`src/rtl/player_motion.sv`:
```
// player_motion: per-frame player sprite anchor generator.
// Moves the sprite horizontally with screen-edge clamping and runs a
// grounded/rising/falling jump machine. Every state change is gated by
// frame_tick, so the anchors stay stable between frames.
module player_motion #(
  parameter int SCREEN_W = 320,
  parameter int SPR_W    = 20,
  parameter int GROUND_Y = 184,
  parameter int X_STEP   = 4,
  parameter int JUMP_V   = 12,
  parameter int GRAVITY  = 1,
  parameter int MAX_FALL = 12
) (
  input  logic       clk,
  input  logic       resetn,
  input  logic       frame_tick,
  input  logic       move_left,
  input  logic       move_right,
  input  logic       jump,
  output logic [8:0] x_anchor,
  output logic [8:0] y_anchor,
  output logic       airborne,
  output logic       facing_left,
  output logic       landed,
  output logic       update_done
);

  typedef enum logic [1:0] {
    GROUNDED = 2'd0,
    RISING   = 2'd1,
    FALLING  = 2'd2,
    UNUSED   = 2'd3
  } state_t;

  localparam logic [9:0] X_MAX_W    = 10'(SCREEN_W - SPR_W);
  localparam logic [9:0] X_STEP_W   = 10'(X_STEP);
  localparam logic [9:0] GROUND_W   = 10'(GROUND_Y);
  localparam logic [9:0] GRAVITY_W  = 10'(GRAVITY);
  localparam logic [9:0] MAX_FALL_W = 10'(MAX_FALL);
  localparam logic [8:0] GROUND_9   = 9'(GROUND_Y);
  localparam logic [4:0] JUMP_V_5   = 5'(JUMP_V);
  localparam logic [4:0] GRAVITY_5  = 5'(GRAVITY);
  localparam logic [4:0] MAX_FALL_5 = 5'(MAX_FALL);

  state_t     state_q, state_d;
  logic [8:0] x_q, x_d;
  logic [8:0] y_q, y_d;
  logic [4:0] spd_q, spd_d;
  logic       facing_q, facing_d;
  logic       landed_q, landed_d;
  logic       done_q, done_d;

  logic [9:0] x_wide;
  logic [9:0] x_sum;
  logic [9:0] y_wide;
  logic [9:0] spd_wide;
  logic [9:0] fall_sum;
  logic [9:0] spd_next;

  // State register: every flop of the block, cleared immediately on reset.
  always_ff @(posedge clk or negedge resetn) begin
    if (!resetn) begin
      state_q  <= GROUNDED;
      x_q      <= '0;
      y_q      <= GROUND_9;
      spd_q    <= '0;
      facing_q <= 1'b0;
      landed_q <= 1'b0;
      done_q   <= 1'b0;
    end else begin
      state_q  <= state_d;
      x_q      <= x_d;
      y_q      <= y_d;
      spd_q    <= spd_d;
      facing_q <= facing_d;
      landed_q <= landed_d;
      done_q   <= done_d;
    end
  end

  // Horizontal stepping: one step per tick, clamped at both screen edges.
  always_comb begin
    x_d      = x_q;
    facing_d = facing_q;
    x_wide   = {1'b0, x_q};
    x_sum    = x_wide + X_STEP_W;
    if (frame_tick) begin
      if (move_right && !move_left) begin
        x_d      = (x_sum > X_MAX_W) ? X_MAX_W[8:0] : x_sum[8:0];
        facing_d = 1'b0;
      end else if (move_left && !move_right) begin
        x_d      = (x_wide < X_STEP_W) ? 9'd0 : (x_q - X_STEP_W[8:0]);
        facing_d = 1'b1;
      end
    end
  end

  // Vertical next-state: jump launch, decelerating rise, accelerating fall.
  always_comb begin
    state_d  = state_q;
    y_d      = y_q;
    spd_d    = spd_q;
    landed_d = 1'b0;
    done_d   = frame_tick;
    y_wide   = {1'b0, y_q};
    spd_wide = {5'b0, spd_q};
    fall_sum = y_wide + spd_wide;
    spd_next = spd_wide + GRAVITY_W;
    if (frame_tick) begin
      case (state_q)
        GROUNDED: begin
          y_d = GROUND_9;
          if (jump) begin
            spd_d   = JUMP_V_5;
            state_d = RISING;
          end
        end
        RISING: begin
          if (y_wide < spd_wide) begin
            y_d     = '0;
            spd_d   = '0;
            state_d = FALLING;
          end else begin
            y_d = y_q - {4'b0, spd_q};
            if (spd_q <= GRAVITY_5) begin
              spd_d   = '0;
              state_d = FALLING;
            end else begin
              spd_d = spd_q - GRAVITY_5;
            end
          end
        end
        FALLING: begin
          if (fall_sum >= GROUND_W) begin
            y_d      = GROUND_9;
            spd_d    = '0;
            state_d  = GROUNDED;
            landed_d = 1'b1;
          end else begin
            y_d   = fall_sum[8:0];
            spd_d = (spd_next > MAX_FALL_W) ? MAX_FALL_5 : spd_next[4:0];
          end
        end
        default: begin
          y_d     = GROUND_9;
          spd_d   = '0;
          state_d = GROUNDED;
        end
      endcase
    end
  end

  // Outputs come straight from registers so they only move after a tick.
  always_comb begin
    x_anchor    = x_q;
    y_anchor    = y_q;
    airborne    = (state_q != GROUNDED);
    facing_left = facing_q;
    landed      = landed_q;
    update_done = done_q;
  end

endmodule

```
`config.mk`:
```
export PLATFORM = sky130hd
export DESIGN_NAME = player_motion
export DESIGN_NICKNAME = d
export VERILOG_FILES = /design/src/rtl/player_motion.sv
export SDC_FILE = /design/constraint.sdc
export NUM_CORES = 1
export LEC_CHECK = 0
export BUFFER_PORTS_ARGS = -buffer_cell sky130_fd_sc_hd__buf_2
export CAP_MARGIN = 20
export CORE_ASPECT_RATIO = 1.4
export CORE_UTILIZATION = 55
export CTS_BUF_LIST = sky130_fd_sc_hd__clkbuf_8
export CTS_CLUSTER_SIZE = 24
export DETAILED_ROUTE_END_ITERATION = 10
export PLACE_DENSITY = 0.84
export SYNTH_ARGS = -nofsm -noshare
export SYNTH_HDL_FRONTEND = slang
export SYNTH_SLANG_ARGS = --single-unit
```
`constraint.sdc`:
```
create_clock -name clk -period 5.9 [get_ports clk]
set_input_delay 1.18 -clock clk [delete_from_list [all_inputs] [get_ports clk]]
set_output_delay 1.18 -clock clk [all_outputs]
set_load 0.01 [all_outputs]
```
==> results of run 1 <==
## synth_stat cells, drive strengths merged (3+ instances only)
cell type	count
nor3	20
a22oi	3
nor2b	6
nor3b	3
o21bai	3
o21a	6
and2	3
inv	26
nand4	4
clkbuf	10
o31ai	4
dfrtp	22
nand3	16
nor2	20
and3	4
nor4	5
o32a	3
ha	22
a21oi	14
o31a	3
dfstp	4
buf	7
xnor2	4
nand2	18
o21ai	23
a211oi	5
a221oi	3
## cells by family after synthesis
family	after synthesis	synth area share [%]
AO/OA/AOI/OAI	95	27.8
buffers and inverters	43	7.38
adder cells (fa/ha/maj)	24	12.8
flip-flops	26	26.7
XOR/XNOR	4	1.42
other	1	0.152
multiplexers	1	0.458
AND/OR/NAND/NOR	110	23.3
## state kept, by name, indices dropped and copies added, names as in the netlist
name,count
spd_q,5
facing_left,1
state_q,2
x_anchor,7
y_anchor,9
update_done,1
landed,1
## power by group through the flow
stage / sequential [mW] / clock (mW) / combinational (mW)
4_1_cts: 0.398 / 0.155 / 0.914
3_5_place_dp: 0.401 / 0 / 0.909
3_3_place_gp: 0.398 / 0 / 0.897
6_report: 0.402 / 0.149 / 0.923
5_1_grt: 0.415 / 0.160 / 1.02
2_1_floorplan: 0.358 / 0 / 0.722
## final timing paths
path	end	slack, ns
max in group asynchronous	y_anchor[2]$_DFFE_PN0P_	4.60
min reg2reg	facing_left$_DFFE_PN0P_	0.49
max	state_q[0]$_DFFE_PN0P_	2.83
min	facing_left$_DFFE_PN0P_	0.49
max reg2reg	state_q[0]$_DFFE_PN0P_	2.83
min in group asynchronous	y_anchor[1]$_DFFE_PN0P_	0.90
## per-stage QoR
step	hold WS [ns]	setup slack [ns]	instance area, um^2
2_1_floorplan	0.516	3.09	2460
3_3_place_gp	0.457	2.87	2590
3_5_place_dp	0.470	2.87	2590
4_1_cts	0.493	2.84	2660
5_1_grt	0.532	2.59	2660
6_report	0.491	2.83	2660
## worst max-delay path, delay by kind of cell (launching register included)
family,cells,cell delay [ns]
AO/OA/AOI/OAI,3,0.85
AND/OR/NAND/NOR,2,0.61
flip-flops,1,0.53
adder cells (fa/ha/maj),1,0.50
multiplexers,1,0.35
buffers and inverters,1,0.14
## area by class of cell
type	instances	area, um^2
clock buffers	3	41.3
clock inverters	1	30.0
fillers	405	1620
inverters	26	97.6
multi-input cells	236	1630
flip-flops and latches	26	656
well taps	60	75.1
repair buffers	26	133
## metal layers
layer,track usage (%),up-vias,part of all wire (%)
met1,30.6,1164,40
li1,-,1157,-
met4,14.5,0,3.1
met2,50.0,90,52
met5,0,-,0
met3,2.23,17,4.7
==> impl_metrics.py, run 1 <==
metrics = {
    "run_status": {
        "status": "finished, final reports clean",
    },
    "global_routing": {
        "antenna_found_initial": 0,
        "grt_max_degree": 27,
        "grt_pass1_wl_um": 9960,
        "grt_overflow_total": 0,
        "first_global_vias": 2178,
        "grt.total_usage_pct": 27.2,
    },
    "layout": {
        "antenna_cells": 0,
        "final_cell_mix": "inv_1 (26), buf_2 (25), o21ai_0 (22), ha_1 (22), dfrtp_1 (22)",
        "layout.nets": 349,
        "utilization_pct": 62.2,
        "final_cells": 378,
        "syn_to_final_growth_pct": 8.09,
        "layout-drive-gt1-share_pct": 13.8,
        "final_common_cell": "inv_1",
    },
    "cts": {
        "cts_root_buf": "clkbuf_8",
        "cts.sinks": 26,
        "clk_pin_slew_ns": 0.09,
        "cts_buffers": 3,
        "post_cts_resized": 0,
        "cts_tree": "built",
        "post-cts-setup-buffers": 0,
        "cts-hold-fix-buffers": 0,
        "cts_max_level": 1,
        "clock_latency_ns": 0.28,
        "clockBufferDepth": 2,
    },
    "timing": {
        "setup_tns_ns": 0,
        "finalCriticalPeriod_ns": 3.07,
        "final-setup-viol-count": 0,
        "finalMaxSlewViolations": 0,
        "hold_viol": 0,
        "finalClockSkew_ns": 0.00406,
        "fin_crit_sh_pct": 52.1,
        "max_slew_margin_pct": 50.7,
        "fmax_mhz": 325,
        "tightest_slew_ns": 0.735,
        "rsz0062_at_grt": "no",
    },
    "routing": {
        "drc": 0,
        "final_antenna_net_count": 0,
        "wl_per_cell_um": 16.0,
        "wl_um": 6040,
        "dr.pass1.iters": 4,
        "drt-initial-drc-count": 153,
        "route.vias.total": 2428,
        "viasPerCell": 6.42,
    },
    "power_and_ir_drop": {
        "finalPower_mw": 1.47,
        "clkPwrFrac_pct": 10.1,
        "p_leak_nw": 1.14,
        "seq_power_share_pct": 27.3,
        "share_comb_of_total_power_pct": 62.6,
        "p_switching_mw": 0.743,
        "powerDensity_mw_per_mm2": 554,
        "p_int_mw": 0.731,
        "swShare_pct": 50.4,
        "peakVddDrop_uv": 243,
    },
    "worst_setup_path": {
        "critPathMaxStageDelay_ns": 0.53,
        "critical_path_required_ns": 6.07,
        "ff2ff_path_depth": 8,
        "endpoint_kind": "flop",
        "critPathSlowestCell": "dfrtp_1",
        "startpoint_type": "flop",
        "path_cells": "inv_1, ha_1, nor3b_2, or4_4, a221oi_2, o32ai_2, a311oi_2, mux2_1",
        "worstSetupPathType": "reg -> reg",
        "reg2reg_from": "spd_q[2]$_DFFE_PN0P_",
        "arrival_ns": 3.24,
        "crit_fanout": 10,
        "cp-startpoint": "spd_q[2]$_DFFE_PN0P_",
    },
    "synthesis": {
        "synth_top_area_share_pct": 22.4,
        "synthDistinctLibCells": 63,
        "synth_seq_cells": 26,
        "syn_area_per_cell_um2": 8.09,
        "yosysWarnings": 0,
        "ys_seq_area_share_pct": 26.7,
        "synth_area_leader_cell": "dfrtp_1",
        "ys.flop_type": "dfrtp_1",
        "async_flop_share_pct": 100,
        "synth_area_leaders": "dfrtp_1 (22%), ha_1 (11%), o21ai_0 (4.5%)",
        "synth-edff-count": 0,
        "netlist_area_mm2": 0.00246,
        "synth_cells": 304,
    },
    "die": {
        "row_count": 28,
        "coreArea_mm2": 0.00427,
        "pin_count": 28,
        "start_util_pct": 57.6,
        "die_w_um": 58.5,
        "dieArea_mm2": 0.00475,
        "die_h_um": 81.1,
    },
    "placed_design": {
        "numPlacedInstances": 374,
        "portBuffers": 25,
        "place_congestion": 0.927,
        "dp_hpwl_um": 4670,
    },
    "worst_hold_path": {
        "hold_path_class": "reg -> reg",
        "whs_path_depth": 2,
        "hp-start": "facing_left$_DFFE_PN0P_",
    },
    "run": {
        "drv_cap": 0,
    },
}
No activity file was read; power rests on OpenSTA's default activity.
==> run 2: changes to the inputs <==
--- a/config.mk
+++ b/config.mk
@@ -5,6 +5,7 @@
 export SDC_FILE = /design/constraint.sdc
 export NUM_CORES = 1
 export LEC_CHECK = 0
+export ABC_AREA = 1
 export BUFFER_PORTS_ARGS = -buffer_cell sky130_fd_sc_hd__buf_2
 export CAP_MARGIN = 20
 export CORE_ASPECT_RATIO = 1.4
@@ -12,7 +13,7 @@
 export CTS_BUF_LIST = sky130_fd_sc_hd__clkbuf_8
 export CTS_CLUSTER_SIZE = 24
 export DETAILED_ROUTE_END_ITERATION = 10
-export PLACE_DENSITY = 0.84
+export PLACE_DENSITY = 0.87
 export SYNTH_ARGS = -nofsm -noshare
 export SYNTH_HDL_FRONTEND = slang
 export SYNTH_SLANG_ARGS = --single-unit
==> constraint.sdc (replaced) <==
create_clock -name clk -period 2.55 [get_ports clk]
set_input_delay 0.51 -clock clk [delete_from_list [all_inputs] [get_ports clk]]
set_output_delay 0.51 -clock clk [all_outputs]
set_load 0.01 [all_outputs]
==> impl_metrics.py, run 2 <==
metrics = {
    "run_status": {
        "status": "finished, final reports clean",
    },
    "layout": {
        "layout-drive-gt1-share_pct": 17.9,
        "final_common_cell": "nand2_1",
        "syn_to_final_growth_pct": 11.6,
        "largest_reg_flops": 9,
        "layout.nets": 417,
        "antenna_cells": 0,
        "final_cell_mix": "nand2_1 (96), inv_1 (45), nor2_1 (41)",
        "fill_cells": 392,
    },
    "synthesis": {
        "synth_fa_ha_area_share_pct": 12.6,
        "synth_area_leader_cell": "dfrtp_1",
        "synth_top_area_share_pct": 22.1,
        "synthDistinctLibCells": 39,
        "synth-edff-count": 0,
        "synth-simple-area-share_pct": 33.8,
        "synth_area_leaders": "dfrtp_1 (22%), nand2_1 (15%), ha_1 (11%)",
        "yosysWarnings": 0,
        "netlist_area_mm2": 0.00249,
        "ys_seq_area_share_pct": 26.3,
        "synth_compound_area_share_pct": 12.0,
        "synth_top_family_by_area": "simple AND/OR/NAND/NOR gates",
        "synth_seq_cells": 26,
        "async_flop_share_pct": 100,
        "syn_area_per_cell_um2": 6.95,
        "synthMuxAreaShare_pct": 0,
        "ys.flop_type": "dfrtp_1",
        "yosysMostFrequentCell": "nand2_1",
        "synth_xor_area_share_pct": 4.91,
        "synth_cells": 359,
        "synth_top_cells_by_count": "nand2_1 (97), inv_1 (46), nor2_1 (41)",
    },
    "routing": {
        "dr.pass1.iters": 5,
        "drt-initial-drc-count": 147,
        "wl_per_cell_um": 13.9,
        "route.vias.total": 2452,
        "wl_um": 6180,
        "viasPerCell": 5.50,
        "final_antenna_net_count": 0,
        "drc": 0,
    },
    "power_and_ir_drop": {
        "peakVddDrop_uv": 723,
        "p_leak_nw": 1.47,
        "powerDensity_mw_per_mm2": 1310,
    },
    "timing": {
        "finalMaxSlewViolations": 0,
        "setup_tns_ns": 0,
        "final-setup-viol-count": 0,
        "hold_viol": 0,
        "hold_slack_ns": 0.233,
        "fmax_mhz": 422,
        "tightest_slew_ns": 0.617,
        "finalClockSkew_ns": 0.00530,
        "rsz0062_at_grt": "no",
        "fin_crit_sh_pct": 93.0,
        "finalCriticalPeriod_ns": 2.37,
        "max_slew_margin_pct": 58.9,
    },
    "worst_setup_path": {
        "crit_fanout": 5,
        "worstSetupPathType": "reg -> reg",
        "endpoint_kind": "flop",
        "ff2ff_path_depth": 13,
        "regToRegEndpoint": "spd_q[0]$_DFFE_PN0P_",
        "critical_path_required_ns": 2.77,
        "rrSetupSlack_ns": 0.18,
        "startpoint_type": "flop",
        "reg2reg_from": "y_anchor[0]$_DFFE_PN0P_",
        "arrival_ns": 2.60,
    },
    "placed_design": {
        "dp_hpwl_um": 4700,
        "place_congestion": 1.00,
        "portBuffers": 25,
    },
    "global_routing": {
        "grt_use_met1_pct": 31.6,
        "grt.total_usage_pct": 28.2,
        "first_global_vias": 2363,
        "met3_usage_pct": 2.68,
        "grt_overflow_total": 0,
        "use_met2_pct": 50.2,
        "grt_pass1_wl_um": 10300,
        "grt_max_degree": 27,
        "antenna_found_initial": 0,
        "busiest_layer": "met2",
    },
    "cts": {
        "clock_latency_ns": 0.28,
        "clk_pin_slew_ns": 0.10,
        "cts.sinks": 26,
        "cts_tree": "built",
        "cts_max_level": 1,
        "cts_buffers": 3,
        "cts_root_buf": "clkbuf_8",
        "clockBufferDepth": 2,
    },
    "run": {
        "drv_cap": 0,
    },
    "die": {
        "start_util_pct": 58.4,
        "coreArea_mm2": 0.00427,
        "row_count": 28,
        "die_w_um": 58.9,
        "dieArea_mm2": 0.00481,
        "die_h_um": 81.7,
        "pin_count": 28,
    },
    "worst_hold_path": {
        "hold_path_class": "in -> async",
    },
}
[run 2: worst max-delay path: stages (launching register included)]
cell      delay [ns]
dfrtp_1         0.44
ha_4            0.17
inv_1           0.05
fa_1            0.39
nand3b_1        0.19
nand2_1         0.12
nand2_1         0.11
nand2_2         0.09
nand3_2         0.11
o21ai_4         0.26
nand4_1         0.16
nand2_1         0.12
nand2_1         0.05
nand2_1         0.05
[run 2: cells by family (layout without fill, tap and decap cells)]
logic type      Yosys count  after routing
simple gates            190            190
buf+inv                  59             84
compound gates           45             46
flops                    26             26
fa+ha+maj                24             24
xor+xnor                 14             14
other cells               1              2
[run 2: timing repair]
item                       CTS  global route
hold endpoints to repair     0             0
buffers inserted             0             1
setup endpoints to repair    0            13
resized for setup            0             8
hold buffers                 0             0
[run 2: how the worst max path moves through the flow]
stage | slack [ns] | to | cells after the start | startpoint
floorplan | 0.31 | state_q[0]$_DFFE_PN0P_ | 12 | spd_q[0]$_DFFE_PN0P_
global placement | 0.21 | spd_q[0]$_DFFE_PN0P_ | 13 | y_anchor[0]$_DFFE_PN0P_
detailed placement | 0.15 | spd_q[0]$_DFFE_PN0P_ | 13 | y_anchor[0]$_DFFE_PN0P_
CTS | 0.12 | spd_q[0]$_DFFE_PN0P_ | 13 | y_anchor[0]$_DFFE_PN0P_
global route | 0.007 | spd_q[0]$_DFFE_PN0P_ | 12 | spd_q[1]$_DFFE_PN0P_
finish | 0.18 | spd_q[0]$_DFFE_PN0P_ | 13 | y_anchor[0]$_DFFE_PN0P_
[run 2: routing by layer]
layer,part of all wire (%),up-vias
met1,39,1149
li1,-,1203
met5,0,-
met3,3.8,24
met2,52,76
met4,5.0,0
[run 2: stage by stage]
step | setup slack (ns) | power, mW | area [um^2] | util [%] | cells
5_1_grt | 0.00702 | 4.01 | 2780 | 65.1 | 446
2_1_floorplan | 0.310 | 2.66 | 2500 | - | 360
6_report | 0.178 | 3.66 | 2780 | 65.1 | 446
4_1_cts | 0.117 | 3.57 | 2740 | 64.0 | 444
3_3_place_gp | 0.208 | 3.15 | 2670 | 62.4 | 440
3_5_place_dp | 0.147 | 3.20 | 2670 | 62.4 | 440
[run 2: where the power goes]
part / switching, mW / internal (mW) / total [mW]
Combinational: 1.60 / 0.887 / 2.49
Clock: 0.143 / 0.210 / 0.353
Sequential: 0.230 / 0.588 / 0.818
Total: 1.97 / 1.69 / 3.66
[run 2: layout make-up]
type / instances / area (um^2) / share of cell area [%]
timing repair buffer: 30 / 163 / 5.84
multi-input combinational: 276 / 1620 / 58.2
clock inverter: 1 / 30.0 / 1.08
tap: 60 / 75.1 / 2.70
inverter: 50 / 196 / 7.06
sequential: 26 / 658 / 23.6
clock buffer: 3 / 41.3 / 1.48
